<file path="src/rtl/alu_writeback_stage_if.sv">
// ALU result / register-file writeback bundle between producer, stage and consumer.
interface alu_writeback_stage_if #(
  parameter int WIDTH = 32,
  parameter int AW    = 5
);
  logic             in_valid;
  logic             in_ready;
  logic [AW-1:0]    in_rd;
  logic [WIDTH-1:0] in_result;
  logic             in_is_slt;
  logic             wb_stall;
  logic             wb_en;
  logic [AW-1:0]    wb_addr;
  logic [WIDTH-1:0] wb_data;
  logic             fwd_valid;
  logic [AW-1:0]    fwd_rd;
  logic [WIDTH-1:0] fwd_data;
  logic [1:0]       count;

  // Producer / register-file / forwarding-consumer side
  modport master (
    output in_valid, in_rd, in_result, in_is_slt, wb_stall,
    input  in_ready, wb_en, wb_addr, wb_data, fwd_valid, fwd_rd, fwd_data, count
  );

  // Writeback stage side
  modport slave (
    input  in_valid, in_rd, in_result, in_is_slt, wb_stall,
    output in_ready, wb_en, wb_addr, wb_data, fwd_valid, fwd_rd, fwd_data, count
  );
endinterface

</file>
<file path="src/rtl/alu_writeback_stage.sv">
// ALU writeback stage: 2-entry result buffer, SLT normalisation, r0 write
// suppression, registered register-file write port and youngest-result forwarding.
module alu_writeback_stage #(
  parameter int WIDTH = 32,
  parameter int AW    = 5
) (
  input logic                 clk,
  input logic                 rst,
  alu_writeback_stage_if.slave bus
);

  logic [AW-1:0]    rd_mem_r   [2];
  logic [WIDTH-1:0] data_mem_r [2];
  logic             head_r;
  logic             tail_r;
  logic [1:0]       count_r;
  logic             wb_en_r;
  logic [AW-1:0]    wb_addr_r;
  logic [WIDTH-1:0] wb_data_r;

  logic             in_ready_s;
  logic             push_s;
  logic             pop_s;
  logic             young_s;
  logic [WIDTH-1:0] norm_data_s;
  logic             fwd_valid_s;
  logic [AW-1:0]    fwd_rd_s;
  logic [WIDTH-1:0] fwd_data_s;

  // SLT results carry only bit 0; everything above it is forced to zero.
  function automatic logic [WIDTH-1:0] normalise(input logic [WIDTH-1:0] result,
                                                 input logic             is_slt);
    logic [WIDTH-1:0] value;
    if (is_slt) begin
      value = {{(WIDTH-1){1'b0}}, result[0]};
    end else begin
      value = result;
    end
    return value;
  endfunction

  // Handshake decode: accept while not full and out of reset, drain unless stalled.
  always_comb begin
    in_ready_s  = (!rst) && (count_r != 2'd2);
    push_s      = bus.in_valid && in_ready_s;
    pop_s       = (count_r != 2'd0) && !bus.wb_stall;
    young_s     = ~tail_r;
    norm_data_s = normalise(bus.in_result, bus.in_is_slt);
  end

  // Buffer storage, wrap-around pointers and occupancy.
  always_ff @(posedge clk) begin
    if (rst) begin
      head_r        <= 1'b0;
      tail_r        <= 1'b0;
      count_r       <= 2'd0;
      rd_mem_r[0]   <= {AW{1'b0}};
      rd_mem_r[1]   <= {AW{1'b0}};
      data_mem_r[0] <= {WIDTH{1'b0}};
      data_mem_r[1] <= {WIDTH{1'b0}};
    end else begin
      if (push_s) begin
        rd_mem_r[tail_r]   <= bus.in_rd;
        data_mem_r[tail_r] <= norm_data_s;
        tail_r             <= ~tail_r;
      end
      if (pop_s) begin
        head_r <= ~head_r;
      end
      case ({push_s, pop_s})
        2'b10:   count_r <= count_r + 2'd1;
        2'b01:   count_r <= count_r - 2'd1;
        default: count_r <= count_r;
      endcase
    end
  end

  // Register-file write port; popped r0 entries are dropped without a strobe.
  always_ff @(posedge clk) begin
    if (rst) begin
      wb_en_r   <= 1'b0;
      wb_addr_r <= {AW{1'b0}};
      wb_data_r <= {WIDTH{1'b0}};
    end else if (pop_s) begin
      if (rd_mem_r[head_r] != {AW{1'b0}}) begin
        wb_en_r   <= 1'b1;
        wb_addr_r <= rd_mem_r[head_r];
        wb_data_r <= data_mem_r[head_r];
      end else begin
        wb_en_r <= 1'b0;
      end
    end else begin
      wb_en_r <= 1'b0;
    end
  end

  // Forwarding: youngest buffered entry first, then the write in flight; r0 never reported.
  always_comb begin
    fwd_valid_s = 1'b0;
    fwd_rd_s    = rd_mem_r[young_s];
    fwd_data_s  = data_mem_r[young_s];
    if (count_r != 2'd0) begin
      fwd_valid_s = (rd_mem_r[young_s] != {AW{1'b0}});
    end else if (wb_en_r) begin
      fwd_valid_s = (wb_addr_r != {AW{1'b0}});
      fwd_rd_s    = wb_addr_r;
      fwd_data_s  = wb_data_r;
    end else begin
      fwd_valid_s = 1'b0;
    end
  end

  assign bus.in_ready  = in_ready_s;
  assign bus.wb_en     = wb_en_r;
  assign bus.wb_addr   = wb_addr_r;
  assign bus.wb_data   = wb_data_r;
  assign bus.fwd_valid = fwd_valid_s;
  assign bus.fwd_rd    = fwd_rd_s;
  assign bus.fwd_data  = fwd_data_s;
  assign bus.count     = count_r;

endmodule
</file>
<file path="src/flat_wrapper.sv">
// flat-port wrapper written by rule: the top's interface ports become plain ports
module alu_writeback_stage_flat 
#(
  parameter int WIDTH = 32,
  parameter int AW    = 5
)
  (clk, rst, bus_in_valid, bus_in_rd, bus_in_result, bus_in_is_slt, bus_wb_stall, bus_in_ready, bus_wb_en, bus_wb_addr, bus_wb_data, bus_fwd_valid, bus_fwd_rd, bus_fwd_data, bus_count);
  alu_writeback_stage_if #(.WIDTH(WIDTH), .AW(AW)) bus_i ();
  input logic clk;
  input logic rst;
  input wire logic [$bits(bus_i.in_valid)-1:0] bus_in_valid;
  input wire logic [$bits(bus_i.in_rd)-1:0] bus_in_rd;
  input wire logic [$bits(bus_i.in_result)-1:0] bus_in_result;
  input wire logic [$bits(bus_i.in_is_slt)-1:0] bus_in_is_slt;
  input wire logic [$bits(bus_i.wb_stall)-1:0] bus_wb_stall;
  output wire logic [$bits(bus_i.in_ready)-1:0] bus_in_ready;
  output wire logic [$bits(bus_i.wb_en)-1:0] bus_wb_en;
  output wire logic [$bits(bus_i.wb_addr)-1:0] bus_wb_addr;
  output wire logic [$bits(bus_i.wb_data)-1:0] bus_wb_data;
  output wire logic [$bits(bus_i.fwd_valid)-1:0] bus_fwd_valid;
  output wire logic [$bits(bus_i.fwd_rd)-1:0] bus_fwd_rd;
  output wire logic [$bits(bus_i.fwd_data)-1:0] bus_fwd_data;
  output wire logic [$bits(bus_i.count)-1:0] bus_count;
  assign bus_i.in_valid = bus_in_valid;
  assign bus_i.in_rd = bus_in_rd;
  assign bus_i.in_result = bus_in_result;
  assign bus_i.in_is_slt = bus_in_is_slt;
  assign bus_i.wb_stall = bus_wb_stall;
  assign bus_in_ready = bus_i.in_ready;
  assign bus_wb_en = bus_i.wb_en;
  assign bus_wb_addr = bus_i.wb_addr;
  assign bus_wb_data = bus_i.wb_data;
  assign bus_fwd_valid = bus_i.fwd_valid;
  assign bus_fwd_rd = bus_i.fwd_rd;
  assign bus_fwd_data = bus_i.fwd_data;
  assign bus_count = bus_i.count;
  alu_writeback_stage #(.WIDTH(WIDTH), .AW(AW)) u_core (.clk(clk), .rst(rst), .bus(bus_i));
endmodule
</file>
<file path="config.mk">
export PLATFORM = sky130hd
export DESIGN_NAME = alu_writeback_stage_flat
export DESIGN_NICKNAME = d
export VERILOG_FILES = /design/src/rtl/alu_writeback_stage_if.sv /design/src/rtl/alu_writeback_stage.sv /design/src/flat_wrapper.sv
export SDC_FILE = /design/constraint.sdc
export NUM_CORES = 1
export LEC_CHECK = 0
export CORE_MARGIN = 1
export CORE_UTILIZATION = 46
export CTS_CLUSTER_SIZE = 16
export DETAILED_ROUTE_END_ITERATION = 6
export GPL_ROUTABILITY_DRIVEN = 1
export PLACE_DENSITY = 0.78
export SLEW_MARGIN = 5
export SYNTH_ARGS = -nofsm -noshare
export SYNTH_HDL_FRONTEND = slang
export SYNTH_SLANG_ARGS = --single-unit
</file>
<file path="constraint.sdc">
create_clock -name clk -period 3.5 [get_ports clk]
set_clock_uncertainty 0.15 [all_clocks]
set_input_delay 1.05 -clock clk [delete_from_list [all_inputs] [get_ports clk]]
set_output_delay 1.05 -clock clk [all_outputs]
set_load 0.02 [all_outputs]
</file>
==> results.cfg <==
[run_status]
status = finished clean

[place]
hpwl_mm = 9.160
dpl-instance-area_um2 = 7089
gp_routability_congestion = 0.8156
numPortBuffers = 120
pre_cts_ws_ns = 0.2466
placed_cells = 787

[synthesis]
synth-adder-area-share_pct = 0.2188
synth.area.top_cells = edfxtp_1 (39%), dfxtp_1 (15%), mux2i_1 (13%)
synthDominantCellAreaShare_pct = 38.86
synth-main-ff-cell = edfxtp_1
synth_fp_nets = 572
yosys.area_share.xor_xnor_pct = 0.4595
main_combinational_cell_family_by_area_after_synthesis = compound AO/OA/AOI/OAI gates
synth.lib_cells_used.distinct = 33
syn_avg_cell_area_um2 = 10.81
synth-simple-area-share_pct = 13.57
async_flop_share_pct = 0
synthMuxAreaShare_pct = 13.15
synth_compound_gate_area_share_pct = 14.86
ys_warn_count = 0
synth_seq_cells = 117
ys_seq_area_share_pct = 53.92
synthCells = 529
synth_enable_flop_cells = 74
mappedNetlistArea_um2 = 5718
yosys.area.top_type = edfxtp_1

[global_routing]
grt.total_usage_pct = 23.34
grt_pass1_vias = 4566
first_pass_grt_wire_length_mm = 22.91
initial_antenna_violation_count = 0
largest_net_degree_at_the_start_of_global_routing = 53
grt_overflow_total = 0

[cts]
clk_latency_ns = 0.41
clock_tree_from_tritoncts = built
htreeDepth = 4
cts-root-buf = clkbuf_16
tritoncts.num_buffers = 17
cts.sinks = 117
cts.clk_slew.worst_paths_ns = 0.05
max-clock-path-buffers = 2

[worst_setup_path]
setup.worst_path.end_class = primary output
worst_path_max_delay_cell = clkdlybuf4s50_1
critical_path.max_stage_delay_ns = 0.64
worst-endpoint-arrival_ns = 2.18
start_kind = flop
r2r-start = u_core.rd_mem_r[0][3]$_SDFFCE_PN0P_
cp_cell_sequence = buf_4, mux2i_1, o21ai_0, clkdlybuf4s50_1
r2r_setup_slack_ns = 0.84
timing_worst_setup_path_type = reg -> out
crit_path_max_fanout = 12
critPathRequiredTime_ns = 2.30
endpoint_of_the_lowest_slack_register_to_register_path = u_core.bus.wb_data[27]$_SDFFE_PP0P_
timing.reg2reg.worst_path_depth = 4

[min_path]
holdPathStages = 2
hold_path_end = u_core.bus.wb_data[7]$_SDFFE_PP0P_
holdCritPathClass = reg -> reg
worstHoldStart = u_core.bus.wb_data[7]$_SDFFE_PP0P_

[floorplan]
floorplan.core_area_um2 = 12060
fp.dieArea_um2 = 12880
die-width_um = 113.5
floorplan.die.height_um = 113.5
floorplan.io_pins = 121
placementRows = 40
initial_core_utilization_pct = 47.41

[layout]
final_net_count = 681
final_non_filler_cell_area_um2 = 7717
layout_common_cells = clkdlybuf4s50_1 (112), mux2i_1 (74), edfxtp_1 (74), nor2_1 (67)
post_route_cells_drive_above_1_share_pct = 13.98
instances_no_fill = 819
antennaDiodeCount = 0
layout_commonest_cell = clkdlybuf4s50_1
synthToLayoutAreaGrowth_pct = 34.97

[sta]
final_max_slew_viol_count = 0
final.period_utilization_pct = 96.45
setup_total_negative_slack_ns = 0
setup_violations = 0
worst_pin_slew_ns = 1.193
maxSlewHeadroom_pct = 20.44
grt_setup_unrepaired = false
timing.fmax_mhz = 296.2
hold_slack_ns = 0.3818
setup_ws_final_ns = 0.1243
fin_crit_ns = 3.376
final-hold-violation-count = 0

[routing]
initialDrtViolationCount = 287
route.final.wire_length_mm = 14.50
via_per_inst = 5.420
routed_wire_length_per_instance_um = 17.71
antenna_violating_nets_post_route = 0
route.vias.total = 4439
dr.pass1.iters = 5
route.detailed.drc = 0

[pwr]
power_leakage_nw = 2.619
power_density_nw_per_um2 = 696.5
worst_ir_drop_vdd_v = 0.0003572

[job]
max-cap-violations = 0
per-stage QoR:
| step | total power [mW] | util [%] |
|---|---|---|
| floorplan | 2.917 | - |
| global placement | 3.547 | 58.78 |
| detailed placement | 3.594 | 58.78 |
| CTS | 5.396 | 63.89 |
| global route | 5.598 | 63.98 |
| finish | 5.375 | 63.98 |
flip-flops by register name, summed over array words and instances (netlist names), named ones only:
name                flops
u_core.bus.count        2
u_core.bus.wb_addr      5
u_core.bus.wb_data     32
u_core.bus.wb_en        1
u_core.data_mem_r      64
u_core.head_r           1
u_core.rd_mem_r        10
u_core.tail_r           1
cell usage after synthesis (2+ instances only):
cell and number:
a211oi_1 4, a211oi_2 30, a21oi_1 37, a31o_2 2, and2_1 13, buf_1 5
buf_6 5, clkbuf_1 34, dfxtp_1 43, edfxtp_1 74, inv_1 3, mux2i_1 74
nand2_1 42, nand2b_1 33, nor2_1 68, nor3_1 2, o211ai_1 2, o21ai_0 40
or2_2 2, or4_1 2, xnor2_1 2
worst max path at each step:
stage	start	to	slack, ns
floorplan	rst	u_core.data_mem_r[1][0]$_SDFFCE_PN0P_	0.09
global placement	rst	bus_in_ready	0.24
detailed placement	rst	bus_in_ready	0.25
CTS	u_core.bus.count[0]$_SDFFE_PP0P_	bus_fwd_rd[3]	0.006
global route	u_core.bus.count[1]$_SDFFE_PP0P_	bus_fwd_data[12]	0.001
finish	u_core.tail_r$_SDFFE_PP0N_	bus_fwd_rd[3]	0.12
logic make-up (layout without fill, tap and decap cells):
family,Yosys count,after routing
buffers and inverters,48,170
AO/OA/AOI/OAI,118,118
XOR/XNOR,3,3
AND/OR/NAND/NOR,167,167
adder cells (fa/ha/maj),1,1
multiplexers,75,75
flip-flops,117,117
where the power goes:
part	internal (mW)	switching, mW
combinational	0.749	0.868
clock	1.20	0.605
sequential	1.69	0.260
total	3.64	1.73
per-layer routing:
layer | track usage (%) | wire (µm) | vias to the layer above
li1 | - | - | 2115
met1 | 27.51 | 5746 | 2145
met2 | 42.64 | 7740 | 165
met3 | 3.826 | 810 | 14
met4 | 8.596 | 206 | 0
met5 | 0 | 0 | -
critical path, delay by kind of cell, from the launching register on:
| kind | cells | cell delay [ns] |
|---|---|---|
| flip-flops | 1 | 0.54 |
| AO/OA/AOI/OAI | 1 | 0.21 |
| multiplexers | 1 | 0.10 |
| buffers and inverters | 2 | 0.92 |
layout make-up:
cell class | instances | area [µm²]
fillers | 935 | 4344
flip-flops and latches | 117 | 3087
multi-input cells | 364 | 2426
repair buffers | 135 | 1361
clock buffers | 18 | 439.2
well taps | 168 | 210.2
clock inverters | 14 | 182.7
inverters | 3 | 11.26
timing repair:
action,CTS,global route
setup buffers,0,0
hold buffers,0,0
gates resized for setup,4,5
pin swaps,0,0
setup endpoints to repair,4,34
endpoints found under the hold margin,0,0
Power figures use the tool's default switching activity.
